[src/rtl/pb_mcast_unicast_sequencer.sv]
// rtl/pb_mcast_unicast_sequencer.sv - expands one multicast request into a serial unicast address stream
//
// Ports:
//   clk_i, rst_i            clock, synchronous active-high reset
//   in_valid_i/in_ready_o   request handshake (ready only while idle)
//   in_addr_i, in_mask_i    base address and multicast mask (1 = enumerated bit)
//   out_valid_o/out_ready_i unicast beat handshake, one beat per cycle
//   out_addr_o, out_last_o  unicast address, final beat of the request
//   busy_o                  request in progress
//   err_o                   one-cycle pulse: illegal request dropped
module pb_mcast_unicast_sequencer #(
    parameter int unsigned AddrWidth = 48,
    parameter int unsigned YOffset   = 18,
    parameter int unsigned YLen      = 2,
    parameter int unsigned XOffset   = 20,
    parameter int unsigned XLen      = 2,
    parameter int unsigned NumX      = 4,
    parameter int unsigned NumY      = 4,
    parameter logic [AddrWidth-1:0] McastStart = 'h2000_0000,
    parameter logic [AddrWidth-1:0] McastEnd   = 'h2040_0000
) (
    input  logic                 clk_i,
    input  logic                 rst_i,
    input  logic                 in_valid_i,
    output logic                 in_ready_o,
    input  logic [AddrWidth-1:0] in_addr_i,
    input  logic [AddrWidth-1:0] in_mask_i,
    output logic                 out_valid_o,
    input  logic                 out_ready_i,
    output logic [AddrWidth-1:0] out_addr_o,
    output logic                 out_last_o,
    output logic                 busy_o,
    output logic                 err_o
);

    typedef enum logic {
        Idle,
        Emit
    } state_t;

    localparam logic [XLen-1:0] XOne = 1;
    localparam logic [YLen-1:0] YOne = 1;

    state_t                 state_q;
    logic [AddrWidth-1:0]   base_q;
    logic [XLen-1:0]        mx_q, cx_q;
    logic [YLen-1:0]        my_q, cy_q;
    logic                   err_q;

    // Only the coordinate fields of the mask matter; every other mask bit is ignored.
    logic [XLen-1:0] in_mx, in_bx;
    logic [YLen-1:0] in_my, in_by;
    logic            unused_mask;
    assign in_mx       = in_mask_i[XOffset+:XLen];
    assign in_my       = in_mask_i[YOffset+:YLen];
    assign in_bx       = in_addr_i[XOffset+:XLen];
    assign in_by       = in_addr_i[YOffset+:YLen];
    assign unused_mask = ^in_mask_i;

    // A request with no enumerated field bits is a plain unicast and is never rejected.
    // Otherwise the highest coordinate reachable is (base | mask), so checking it once at
    // accept covers every beat of the expansion.
    logic legal;
    always_comb begin
        legal = 1'b0;
        if (in_mx == '0 && in_my == '0) begin
            legal = 1'b1;
        end else if (in_addr_i >= McastStart && in_addr_i < McastEnd &&
                     32'(in_bx | in_mx) < NumX && 32'(in_by | in_my) < NumY) begin
            legal = 1'b1;
        end
    end

    // Masked increment: forcing the non-enumerated bits to 1 lets the carry ripple only
    // through enumerated bits, so the counter walks the mask subsets in ascending order.
    logic [XLen-1:0] cx_next;
    logic [YLen-1:0] cy_next;
    logic            beat_last;
    assign cx_next   = ((cx_q | ~mx_q) + XOne) & mx_q;
    assign cy_next   = ((cy_q | ~my_q) + YOne) & my_q;
    assign beat_last = (cx_q == mx_q) && (cy_q == my_q);

    always_comb begin
        out_addr_o                    = base_q;
        out_addr_o[XOffset+:XLen]     = (base_q[XOffset+:XLen] & ~mx_q) | cx_q;
        out_addr_o[YOffset+:YLen]     = (base_q[YOffset+:YLen] & ~my_q) | cy_q;
    end

    always_ff @(posedge clk_i) begin
        if (rst_i) begin
            state_q <= Idle;
            base_q  <= '0;
            mx_q    <= '0;
            my_q    <= '0;
            cx_q    <= '0;
            cy_q    <= '0;
            err_q   <= 1'b0;
        end else begin
            err_q <= 1'b0;
            case (state_q)
                Idle: begin
                    if (in_valid_i) begin
                        if (legal) begin
                            state_q <= Emit;
                            base_q  <= in_addr_i;
                            mx_q    <= in_mx;
                            my_q    <= in_my;
                            cx_q    <= '0;
                            cy_q    <= '0;
                        end else begin
                            err_q <= 1'b1;
                        end
                    end
                end
                Emit: begin
                    if (out_ready_i) begin
                        if (beat_last) begin
                            state_q <= Idle;
                        end else if (cy_q == my_q) begin
                            cy_q <= '0;
                            cx_q <= cx_next;
                        end else begin
                            cy_q <= cy_next;
                        end
                    end
                end
                default: state_q <= Idle;
            endcase
        end
    end

    assign in_ready_o  = (state_q == Idle);
    assign out_valid_o = (state_q == Emit);
    assign busy_o      = (state_q == Emit);
    assign out_last_o  = (state_q == Emit) && beat_last;
    assign err_o       = err_q;

endmodule
[config.mk]
export PLATFORM = sky130hd
export DESIGN_NAME = pb_mcast_unicast_sequencer
export DESIGN_NICKNAME = d
export VERILOG_FILES = /design/src/rtl/pb_mcast_unicast_sequencer.sv
export SDC_FILE = /design/constraint.sdc
export NUM_CORES = 1
export LEC_CHECK = 0
export BUFFER_PORTS_ARGS = -buffer_cell sky130_fd_sc_hd__buf_2
export CORE_ASPECT_RATIO = 1.2
export CORE_MARGIN = 2
export CORE_UTILIZATION = 45
export CTS_BUF_LIST = sky130_fd_sc_hd__clkbuf_16
export DETAILED_ROUTE_END_ITERATION = 10
export PLACE_DENSITY = 0.8
export SYNTH_ARGS = -nofsm -noshare
export SYNTH_HDL_FRONTEND = slang
export SYNTH_SLANG_ARGS = --single-unit
[constraint.sdc]
create_clock -name clk_i -period 2 [get_ports clk_i]
set_input_delay 0.4 -clock clk_i [delete_from_list [all_inputs] [get_ports clk_i]]
set_output_delay 0.4 -clock clk_i [all_outputs]
set_load 0.02 [all_outputs]
== Word-level counts from Yosys, hierarchy flattened ==
Cells that the tools add are included.

* Bitwise operators: 14
* Eq/ne operators: 7
* Reductions and logical operators: 12
* Magnitude comparators: 4
* Add/sub/neg operators: 2
* Muxes and demuxes: 18

{| class="wikitable"
|+ Operator list
! operator !! count
|-
| 48-bit by 30-bit greater-or-equal comparator with 1-bit output (second input constant) || 1
|-
| 48-bit by 30-bit less-than comparator with 1-bit output (second input constant) || 1
|-
| 2-bit 2-to-1 mux || 8
|-
| 2-bit OR || 6
|-
| 2-bit AND || 4
|-
| 2-bit one-hot mux with 2 select lines || 2
|-
| 1-bit 2-to-1 mux || 7
|-
| 1-bit logical AND || 6
|-
| 2-bit by 3-bit less-than comparator with 1-bit output (second input constant) || 2
|-
| 2-bit != test (second input constant) || 3
|-
| 5-bit AND reduction || 1
|-
| 2-bit by 1-bit adder with 2-bit output (second input constant) || 2
|-
| 2-bit == test || 2
|-
| 2-bit zero test || 2
|-
| 2-bit by 1-bit != test with 1-bit output (second input constant) || 2
|-
| 2-bit inverter || 2
|-
| 4-bit AND reduction || 1
|-
| 3-bit AND reduction || 1
|-
| 3-bit OR reduction || 1
|-
| 1-bit inverter || 2
|-
| 1-bit one-hot mux with 2 select lines || 1
|}

* Register bits after elaboration: 58
* Logic and storage cells: 64

== Longest topological paths before layout ==
Gate-level depths: netlist of the first run.

* Depth after elaboration: 9
* Mapped depth: 6
* Depth with buffers taken out: 6

== Least setup slack after synthesis of the first run ==
OpenSTA, ideal clock, no wires.

* Path kind: input-to-reg
* Start: input port in_mask_i[18]
* End: register base_q[0]
* Arrival: 1.635 ns
* Path slack: 0.293 ns
* Required time: 1.928 ns
* Stages: 5
* Cells stage by stage: or4_1 o22ai_2 buf_6 buf_6 mux2i_1

* Longest elaborated chain between the ends: 6
* Elaborated cells between the ends (all ways): 8

{| class="wikitable"
|+ RTL lines
! element !! line !! RTL
|-
| from (decl) || 27 || <nowiki>input logic [AddrWidth-1:0] in_mask_i,</nowiki>
|-
| 2-bit OR || 69 || <nowiki>32'(in_bx | in_mx) < NumX && 32'(in_by | in_my) < NumY) begin</nowiki>
|-
| 2-bit by 3-bit less-than comparator with 1-bit output || 69 ||
|-
| 1-bit logical AND || 69 ||
|-
| 1-bit 2-to-1 mux || 68 || <nowiki>end else if (in_addr_i >= McastStart && in_addr_i < McastEnd &&</nowiki>
|-
| 1-bit 2-to-1 mux * || 66 || <nowiki>if (in_mx == '0 && in_my == '0) begin</nowiki>
|-
| 3-bit AND reduction (no source line) * || n/a ||
|-
| to (signal assigned) || 105 || <nowiki>base_q <= in_addr_i;</nowiki>
|-
| to (decl) || 45 || <nowiki>logic [AddrWidth-1:0] base_q;</nowiki>
|}

Every way passes the cells marked *; elsewhere a longest branch is shown, timed or not.
A chain may end at the register's enable or synchronous reset.

== Worst setup path in the final report of the first run ==
* Start: register cy_q[0]
* End: output port out_last_o

* Longest elaborated chain between the ends: 3

{| class="wikitable"
|+ RTL lines
! element !! line !! RTL
|-
| from (decl) || 47 || <nowiki>logic [YLen-1:0] my_q, cy_q;</nowiki>
|-
| from (signal assigned) || 123 || <nowiki>cy_q <= cy_next;</nowiki>
|-
| 2-bit == test || 81 || <nowiki>assign beat_last = (cx_q == mx_q) && (cy_q == my_q);</nowiki>
|-
| 1-bit logical AND || 81 ||
|-
| 1-bit logical AND || 135 || <nowiki>assign out_last_o = (state_q == Emit) && beat_last;</nowiki>
|-
| to (decl) || 31 || <nowiki>output logic out_last_o,</nowiki>
|}

Every way passes these cells.

==> results.txt, run 1 <==
The data required time of the worst path came out at between 1.5 and 2 ns. Counting the fill cells in the layout gives 639. Yosys mapped a number of flops with a built-in enable equal to 0. The highest achievable clock rate came out at roughly 530 MHz. The layout cell share with drive strength beyond 1 is 33.1%.

The critical path is of the reg -> out type. The fraction of registers with async set or reset after synthesis came out at 0%. Averaged over all synthesized cells, the footprint is 9.45 um^2. Setup violations remaining at the end of the flow were counted as 0. The number of CTS-inserted buffers is 9. After synthesis, the netlist uses 30 different library cells. The overall power of the completed layout came out at 2.85 mW.

The wire length of the first global-routing pass is around 10 mm. After synthesis, the largest area contributor takes up roughly 37% of total cell area. TritonCTS built the clock tree. In this run the critical register-to-register path is launched from busy_o. The worst register-to-register path ends at base_q[13]. The sum of overflow across all layers after global routing came out at 0. The H-tree generated during clock tree synthesis spans 3 levels. Along the worst path, the maximum fanout reaches 5. The area of the multi-input gates is 1510 um^2. The combined flip-flop and latch cell area came out at 1160 um^2. The number of max-cap violations came out at 0.

The via count of the routed design came out at 2336. The final routed wirelength across all metal layers came out at slightly above 6 mm. The number of gates resized after CTS is 0. Headroom to the max-slew limit came out at roughly 76%.

The number of nets in the synthesized netlist came out at 436. The net count reported at finish is 501. Setup slack closes at 0.117 ns. The clock reaches the later pin of the worst-skew pair after 0.32 ns. The overall die height is ~95 um. The power density relative to cell area came out at ~760 nW/um^2.

The residual DRC count is 0. Setup repair after global routing left no endpoint under its margin. The routed length per placed instance came out at 12.6 um. The largest delay contributor family on the critical path is simple AND/OR/NAND/NOR gates. Counting instances, the worst hold path has a depth of 3. The share of the Yosys chip area taken by registers is 37.0%. The number of cells on the worst reg-to-reg path is 5. The slew at the pin closest to its max-slew limit is 0.356 ns.

The largest clock skew in the final design is 0.00377 ns. By area the synthesized netlist is led by sky130_fd_sc_hd__dfxtp_1 (37%), sky130_fd_sc_hd__nand2b_1 (21%), sky130_fd_sc_hd__mux2i_1 (17%). The biggest area contributor in the post-synthesis netlist is sky130_fd_sc_hd__dfxtp_1. The minimum clock period after layout is between 1.5 and 2 ns. For this run, the leading register cell type out of synthesis is sky130_fd_sc_hd__dfxtp_1. The run finished with clean final reports.

The post-route fraction of the period consumed by the critical path came out at a little over nine tenths. The number of rows in the core area came out at 33. The number of global-route vias before repair came out at between 2000 and 2500. Leaving out fill and tap cells, the most frequent cell in the layout is sky130_fd_sc_hd__buf_2. Walking the worst path, the cells encountered are inv_1 > ha_1 > nand2_1 > nor3_2 > buf_4. The global-route total usage across every layer is between 10% and 20%. STA classifies the critical path startpoint as a flip-flop.

The count of buffers added by post-CTS timing repair for setup is 0. The number of detailed-route iterations in the first pass is 4. The maximum number of pins on one net before global-route repair came out at 39. The clock slew seen by the registers of the worst setup and hold paths came out at 0.05 ns. In this run, synthesis produced a sequential element count of slightly below 60. The worst hold path begins at in_addr_i[19].

The final-report max-slew violation count came out at 0. The post-place setup slack is -0.000300 ns. The type of destination of the critical path is an output port.

The area of the placeable core is 6810 um^2. The initial antenna violation count is 0. The global placer's final weighted congestion came out at 0.759. The cts-stage hold buffer count came out at 0. The total clock sinks came out at 58. In the routed layout, each cell is associated on average with a via count of roughly 4.8.

The path with the worst hold slack has its endpoint at base_q[19]. The highest cell delay on the worst timing path is approximately 0.32 ns. The synthesized area came out at 3140 um^2. The count of antenna diodes in the layout is 0. The critical path contains buffers and inverters numbering 2 combined.

At the worst endpoint, the arrival time is 1.48 ns. The longest clock path from root to sink contains 2 buffers. The final-report hold violation count came out at 0. The layout overhead on the synthesized area is 19.1%. The number of warnings printed during yosys synthesis came out at 0.

The horizontal extent of the die came out at 80.2 um. The count of buffers added on input and output ports is 108. The peak supply drop came out at 0.481 mV. Counting every instance in the synthesized netlist gives roughly 330. The total leakage power came out at around 1.6 nW. The number of DRC violations after detailed-routing iteration 0 is 75. The count of antenna-violating nets left after detailed routing is 0. The starting density of the core is 46.1%. The sum of net half-perimeters after detailed placement is 4.54 mm. The register-to-register setup slack came out at 0.46 ns. Among all stages on the critical path, the largest delay is contributed by sky130_fd_sc_hd__dfxtp_1. The library cell used as clock root buffer is sky130_fd_sc_hd__clkbuf_16. The overall die area is 7660 um^2. In this run the worst hold path is classified as in -> reg. The I/O pin total is between 150 and 200. The library cells used most frequently in the layout, excluding fill and tap cells, are sky130_fd_sc_hd__buf_2 (107), sky130_fd_sc_hd__nand2b_1 (105), sky130_fd_sc_hd__dfxtp_1 (58).
-- Yosys cell counts (all sizes together), types with 3 or more instances --
cell type,count
ha,4
mux2i,52
clkbuf,12
dfxtp,58
buf,51
nand2,3
o41ai,3
nor2,3
nand2b,105
inv,9
nor4,5
nor3,3
o21ai,5
-- where the power goes --
| group | switching, mW | internal (mW) | total (mW) |
|---|---|---|---|
| registers | 0.00721 | 1.17 | 1.18 |
| logic | 0.109 | 0.118 | 0.227 |
| clock network | 0.496 | 0.945 | 1.44 |
-- per-stage QoR --
step | instances | util [%] | hold WS [ns] | cell area [um^2] | TNS (ns)
finish | 489 | 54.9 | 0.343 | 3740 | 0
global placement | 473 | 50.6 | 0.455 | 3440 | 0
detailed placement | 473 | 50.6 | 0.457 | 3440 | -0.000300
CTS | 489 | 54.7 | 0.335 | 3730 | 0
global route | 489 | 54.9 | 0.348 | 3740 | 0
floorplan | 332 | - | 0.449 | 3140 | 0
-- worst max path at each step --
stage	depth (start not counted)	end	from	slack (ns)
after floorplan	5	base_q[0]	in_mask_i[18]	0.29
after global placement	7	base_q[8]	in_addr_i[39]	0.02
after detailed placement	7	base_q[13]	in_addr_i[40]	-0.0003
after CTS	5	out_last_o	cy_q[1]	0.06
after global routing	5	out_last_o	cy_q[0]	0.02
final	5	out_last_o	cy_q[0]	0.12
-- registers in the layout, indices dropped and copies added, names as in the netlist --
register / cells
base_q: 48
busy_o: 1
cx_q: 2
cy_q: 2
err_o: 1
mx_q: 2
my_q: 2
-- cell families (layout without fill, tap and decap cells) --
family	after synthesis	after routing	share of synthesized area [%]
compound gates	14	14	3.31
xor+xnor	2	2	0.558
fa+ha+maj	4	4	1.59
buf+inv	72	142	15.2
flops	58	58	37.0
mux	52	52	16.6
simple gates	130	130	25.8
-- final cells by class --
type | count | area share (%)
clock inverter | 7 | 1.61
sequential | 58 | 31.1
tap | 87 | 2.91
clock buffer | 9 | 6.03
multi-input combinational | 202 | 40.5
inverter | 9 | 0.904
timing repair buffer | 117 | 17.0
-- worst reg2reg max path: cells and delay by family (launching register included) --
family                 cells  cell delay [ns]
multiplexers               1             0.25
buffers and inverters      1             0.27
AO/OA/AOI/OAI              1             0.20
flip-flops                 1             0.31
AND/OR/NAND/NOR            2             0.45
-- per-layer routing --
| metal | wire length (um) | global-route usage (%) | vias up |
|---|---|---|---|
| met3 | 476 | 4.92 | 8 |
| met5 | 0 | 0 | - |
| li1 | - | - | 1180 |
| met1 | 2650 | 19.2 | 1063 |
| met2 | 2910 | 28.2 | 85 |
| met4 | 110 | 8.90 | 0 |
Note: power is estimated with default switching activity, not from simulation.
==> run 2, diff against run 1 <==
--- a/config.mk
+++ b/config.mk
@@ -8,10 +8,10 @@
 export BUFFER_PORTS_ARGS = -buffer_cell sky130_fd_sc_hd__buf_2
 export CORE_ASPECT_RATIO = 1.2
 export CORE_MARGIN = 2
-export CORE_UTILIZATION = 45
+export CORE_UTILIZATION = 46
 export CTS_BUF_LIST = sky130_fd_sc_hd__clkbuf_16
 export DETAILED_ROUTE_END_ITERATION = 10
-export PLACE_DENSITY = 0.8
+export PLACE_DENSITY = 0.82
 export SYNTH_ARGS = -nofsm -noshare
 export SYNTH_HDL_FRONTEND = slang
 export SYNTH_SLANG_ARGS = --single-unit
==> run 2 against run 1 <==
Clock power barely moved. Design area is 0.30% lower. Highest routed layer unchanged. Total power is 1.3% lower. Critical endpoint unchanged. Combinational power is essentially flat. Critical path type unchanged. Wire length is 1.2% higher. Count of clock-buffer cells in the layout unchanged.
==> results.txt, run 2 (same netlist as run 1, synthesis figures left out) <==
The total clock sinks is 58. Wires add up to 6.23 mm. The count of cells along the worst register-to-register path is 5. The I/O pin total is 153.

The number of detailed-route iterations in the first pass came out at 4. The hold path depth came out at 3. The number of global-route vias before repair was 2372. The initial utilization of the core area, before any placement, comes to 48.1%. Adding up every negative setup slack in the final design gives 0 ns. Counting the fill cells in the layout gives 600.

The routed layout has 2325 vias. Relative to the synthesized area, the layout overhead comes to 18.7%. The hold-critical path endpoint is base_q[3].

In this run the deepest clock path goes through 2 buffers. The cts-stage hold buffer count came out at 0. In this run the critical register-to-register path is launched from my_q[1]. The largest clock skew in the final design came out at 0.00213 ns. The post-route standard cell area excluding fillers came out at 3730 um^2. The worst hold margin is 0.347 ns. The register-to-register setup slack came out at roughly 0.43 ns. The number of CTS-inserted buffers came out at 9. In this run the remaining antenna-violating nets after routing total 0. The number of max-cap violations came out at 0. The routed length per placed instance is 12.8 um. The core region is 6530 um^2.

The type of destination of the critical path is an output port. At the later pin of the worst-skew pair, clock insertion delay measures 0.31 ns. The worst path meets setup with approximately 0.13 ns of slack. The total leakage power is about 1.6 nW. The initial antenna violation count came to 0. The worst setup path is of the reg -> out kind.

The clock slew seen by the registers of the worst setup and hold paths is 0.05 ns. In this run the tightest slew margin relative to its limit is a little over 70%. The combined buffer and inverter count along the critical path is 1. The most frequent standard cell in the layout excluding fill and tap cells is sky130_fd_sc_hd__buf_2. The worst register-to-register path ends at cy_q[1].

Walking the worst path, the cells encountered are ha_1 > nand2_1 > nor3_2 > buf_4. The largest delay contributor family on the critical path is flip-flops. The die covers 7500 um^2. The H-tree was split into 3 levels. For this run, the top clock speed supported by timing is ~530 MHz. The global-route total usage across every layer came out at 17.8%.

The maximum number of pins on one net before global-route repair came out at 58. The final setup violation count came out at 0. The flow ran to the end, and the final reports show no timing, DRC or antenna violations. The flip-flop count of the largest register, all copies and words added is between 40 and 50. For the pin with the worst max-slew slack, the measured transition is around 0.43 ns. The total overflow left after global routing is 0. The number of DRC violations after detailed-routing iteration 0 came out at 79.

In this run the most critical hold path is launched from in_addr_i[3]. At the worst endpoint, the required time is 1.60 ns. In this run the power density over the cells is 755 nW/um^2. The worst setup path is launched from a flip-flop.

Setup repair after global routing left no endpoint under its margin. Across the VDD grid, the largest voltage drop is around 0.5 mV. The quantity of I/O buffers inserted on ports came out at 108.

The final-report max-slew violation count came out at 0. The net count reported at finish came out at between 500 and 600. The first global-routing pass estimated 10.6 mm of wire. The biggest fanout along the worst timing path is 5. The global placer's final weighted congestion is 0.884. The slowest stage of the critical path belongs to the cell sky130_fd_sc_hd__dfxtp_1. The die is 79.4 um wide.

The register with the most flip-flops in the final layout is base_q. The final-report hold violation count is 0. The number of rows in the core area came out at 32. The post-place setup slack is -0.0960 ns. The CTS tree is yes. In the final layout, the share of cells above drive strength 1 is 32.7%. The type of the tightest min-delay check is in -> reg. The minimum clock period after layout came out at 1.87 ns. After detailed routing, the number of vias per cell comes to 4.78. For this run, the slowest stage of the critical path takes 0.35 ns. The post-route fraction of the period consumed by the critical path came out at 93.6%. The sum of net half-perimeters after detailed placement is 4.63 mm. Data on the critical path arrives at its endpoint at 1.47 ns. Clock tree synthesis selected as its root buffer the cell sky130_fd_sc_hd__clkbuf_16.

For this run, design rule violations remaining after detail routing come to 0. In this run the vertical extent of the chip is 94.5 um. The count of antenna diodes in the layout came out at 0.

The library cells used most frequently in the layout, excluding fill and tap cells, are sky130_fd_sc_hd__buf_2 (107), sky130_fd_sc_hd__nand2b_1 (105), sky130_fd_sc_hd__dfxtp_1 (58). The placed standard-cell area is 3440 um^2.
run 2: final cells by class:
type	instances	area [um^2]	share of cell area, %
multi-input cells	202	1510	40.6
flip-flops and latches	58	1160	31.2
repair buffers	117	636	17.1
clock buffers	9	225	6.04
well taps	85	106	2.85
clock inverters	6	51.3	1.38
inverters	9	33.8	0.907
run 2: worst max-delay path by stage:
stage | slack (ns) | startpoint | end | depth (start not counted)
final | 0.13 | my_q[1] | out_last_o | 4
after global routing | 0.05 | cy_q[0] | out_last_o | 5
after CTS | 0.08 | my_q[1] | out_last_o | 4
after detailed placement | -0.1 | in_addr_i[45] | base_q[18] | 7
after global placement | -0.05 | in_addr_i[45] | base_q[23] | 7
after floorplan | 0.29 | in_mask_i[18] | base_q[0] | 5
run 2: metrics by stage:
stage	util, %	std cells	total power, mW
floorplan	-	332	1.35
global placement	52.7	471	1.42
detailed placement	52.7	471	1.43
CTS	57.0	486	2.86
global route	57.1	486	2.94
finish	57.1	486	2.81
run 2: report_power, final:
group | switching [mW] | internal [mW] | total (mW)
Combinational | 0.109 | 0.117 | 0.226
Sequential | 0.00743 | 1.17 | 1.18
Clock | 0.470 | 0.935 | 1.41
Total | 0.587 | 2.23 | 2.81
run 2: tightest hold or removal path: stages:
cell,delay [ns]
sky130_fd_sc_hd__buf_2,0.09
sky130_fd_sc_hd__nand2b_1,0.05
sky130_fd_sc_hd__mux2i_1,0.06
run 2: timing repair:
action,4_1_cts,5_1_grt
resized for setup,0,2
endpoints found under the setup margin,0,1
setup buffers,0,0
run 2: metal layers:
layer | vias to the layer above | track usage (%) | routed length, um
li1 | 1177 | - | -
met1 | 1056 | 19.7 | 2520
met2 | 84 | 30.9 | 3120
met3 | 8 | 5.93 | 480
met4 | 0 | 8.19 | 109
met5 | - | 0 | 0
==> run 3, diff against run 2 <==
--- a/config.mk
+++ b/config.mk
@@ -6,9 +6,11 @@
 export NUM_CORES = 1
 export LEC_CHECK = 0
 export BUFFER_PORTS_ARGS = -buffer_cell sky130_fd_sc_hd__buf_2
+export CELL_PAD_IN_SITES_DETAIL_PLACEMENT = 0
+export CELL_PAD_IN_SITES_GLOBAL_PLACEMENT = 1
 export CORE_ASPECT_RATIO = 1.2
 export CORE_MARGIN = 2
-export CORE_UTILIZATION = 46
+export CORE_UTILIZATION = 33
 export CTS_BUF_LIST = sky130_fd_sc_hd__clkbuf_16
 export DETAILED_ROUTE_END_ITERATION = 10
 export PLACE_DENSITY = 0.82
==> run 3 against run 2 <==
Final cell count up 7.6%. Critical endpoint unchanged. Total power up 12%. Largest cell class unchanged. Design area up 2.4%. Non-clock buffer count down 2. Via count down 1.9%. Critical path type unchanged. Core utilization down 16 points. Sequential share of layout area down 0.74 points.
==> results.txt, run 3 (same netlist as run 1, synthesis figures left out) <==
The final setup violation count is 0. Across all layers, the routed design uses between 2000 and 2500 vias. The combined buffer and inverter count along the critical path came out at 1. The top cell types in the final layout, fill and taps aside, are sky130_fd_sc_hd__buf_2 (107), sky130_fd_sc_hd__nand2b_1 (105), sky130_fd_sc_hd__dfxtp_1 (58). The largest delay contributor family on the critical path is flip-flops. The type of the tightest min-delay check is in -> reg.

The initialized floorplan defines 39 standard-cell rows. The number of max-cap violations came out at 0. The kind of start point of the critical path is a flip-flop. The maximum number of pins on one net before global-route repair came out at between 40 and 50. The highest cell delay on the worst timing path came out at 0.35 ns. The slew at the pin closest to its max-slew limit came out at 0.448 ns. The wire length of the first global-routing pass is 10.6 mm. Derived from the worst setup path, the maximum achievable clock frequency is 536 MHz. The worst path meets setup with 0.133 ns of slack. For this run, the total global-route usage over all layers was measured as between 10% and 20%. In the routed design, unresolved DRC markers number 0. The total leakage power is 1.60 nW. The sum of overflow across all layers after global routing is 0. Routability-driven placement finished with a final weighted congestion of 0.755.

Measured along the x axis, the die boundary spans roughly 93 um. The post-route standard cell area excluding fillers is 3820 um^2. The setup path with the least slack is of type reg -> out. The number of DRC violations after detailed-routing iteration 0 came out at 74. The post-route fraction of the period consumed by the critical path came out at about 93%.

The overall die height came out at about 110 um. After clock tree synthesis, the clock-pin slew on the worst setup and hold paths is 0.05 ns. The tree is rooted in a sky130_fd_sc_hd__clkbuf_16.

The data arrival time of the critical path came out at approximately 1.5 ns. In this run the tightest slew margin relative to its limit is a little over two thirds. The clock passes through at most 2 buffers. Setup repair after global routing left no endpoint under its margin.

The number of vias per cell after detailed routing is 4.36. The post-place setup slack is -0.0291 ns. The initial antenna violation count came to 0. The largest clock skew in the final design came out at roughly 0.0074 ns. The count of buffers added by post-CTS timing repair for setup came out at 0. TritonCTS built the clock tree.

After detailed routing, the total wire length is 6.30 mm. The signal on the critical path passes through ha_1 > nand2_1 > nor3_2 > buf_4. The total clock sinks is 58.

The minimum clock period after layout came out at 1.87 ns. The post-route netlist has between 30% and 40% of its cells at a drive strength greater than 1. The maximum level of the CTS H-tree came out at 3. The core occupancy in the finished layout came out at 40.7%. The layout overhead on the synthesized area came out at 21.6%. For this run, the post-layout net count is 499.

The count of antenna diodes in the layout is 0. The data required time of the worst path came out at between 1.5 and 2 ns. The die covers 10300 um^2. The placed standard-cell area came out at 3470 um^2. The I/O pin total is 153.

The initial utilization of the core area, before any placement, comes to 33.5%. The biggest fanout along the worst timing path is 5. The type of destination of the critical path is an output port. The routed length per placed instance is 12.0 um. The power density relative to cell area is 824 nW/um^2. Clock tree synthesis inserted a total of 9 buffers. The count of antenna-violating nets left after detailed routing is 0.

The final-report hold violation count came out at 0. The worst-case IR drop observed on VDD is 0.403 mV. During placement, the flow inserted port buffers numbering 108.

The number of global-route vias before repair came out at 2316. The worst hold margin is 0.335 ns. The library cell used most frequently in the layout, excluding fill and tap cells, is sky130_fd_sc_hd__buf_2.

The flip-flop count of the largest register, all copies and words added came out at between 40 and 50. The final-report max-slew violation count came out at 0. The area of the placeable core came out at 9370 um^2. The run finished with clean final reports. The slowest stage of the critical path belongs to the cell sky130_fd_sc_hd__dfxtp_1.

The number of detailed-route iterations in the first pass is 4. More flip-flops sit in one register than any other, and that register is base_q. The sum of net half-perimeters after detailed placement came out at 4.57 mm. The overall power of the completed layout is 3.14 mW.

The clock latency on the worst-skew pair came out at 0.32 ns.
## run 3: cell count changes in the layout (fill, tap and decap cells not counted)
cell / previous run / this run
sky130_fd_sc_hd__buf_4: 8 / 6
sky130_fd_sc_hd__bufinv_16: 1 / 3
sky130_fd_sc_hd__clkinv_1: 1 / 0
sky130_fd_sc_hd__clkinv_2: 2 / 3
sky130_fd_sc_hd__inv_1: 11 / 10
## run 3: path summary, 6_finish.rpt
check / startpoint / endpoint / slack (ns) / cells after the start
max reg2reg: busy_o / base_q[5] / 0.44 / 5
min reg2reg: base_q[10] / base_q[10] / 0.47 / 2
min: in_addr_i[16] / base_q[16] / 0.34 / 3
max: my_q[1] / out_last_o / 0.13 / 4
## run 3: timing repair
item,4_1_cts,5_1_grt
setup endpoints to repair,0,1
hold buffers,0,0
hold endpoints to repair,0,0
resized for setup,0,2
## run 3: per-stage QoR
stage               std cells  TNS [ns]
finish                    523         0
global route              523         0
CTS                       523         0
detailed placement        507   -0.0933
global placement          507         0
floorplan                 332         0
## run 3: final cells by class
class	instances	area, um^2
clock buffer	9	225
clock inverter	7	109
fill	967	5550
inverter	9	33.8
multi-input combinational	202	1510
sequential	58	1160
tap	123	154
timing repair buffer	115	621
## run 3: report_power, final
part / internal [mW] / switching, mW / total (mW) / leakage, nW
clock: 1.20 / 0.535 / 1.74 / 0.170
combinational: 0.117 / 0.109 / 0.226 / 0.966
sequential: 1.17 / 0.00727 / 1.18 / 0.468
## run 3: worst reg2reg max path, cell delays in order (launching register included)
cell	delay (ns)
sky130_fd_sc_hd__dfxtp_1	0.31
sky130_fd_sc_hd__nand2b_1	0.21
sky130_fd_sc_hd__nand4b_1	0.26
sky130_fd_sc_hd__o22ai_4	0.21
sky130_fd_sc_hd__buf_12	0.26
sky130_fd_sc_hd__mux2i_1	0.25
## run 3: routing by layer
layer / global-route usage, % / wire (um) / up-vias
li1: - / - / 1181
met1: 15.6 / 2930 / 1017
met2: 20.5 / 2790 / 76
met3: 4.35 / 488 / 7
met4: 5.00 / 85 / 0
met5: 0 / 0 / -
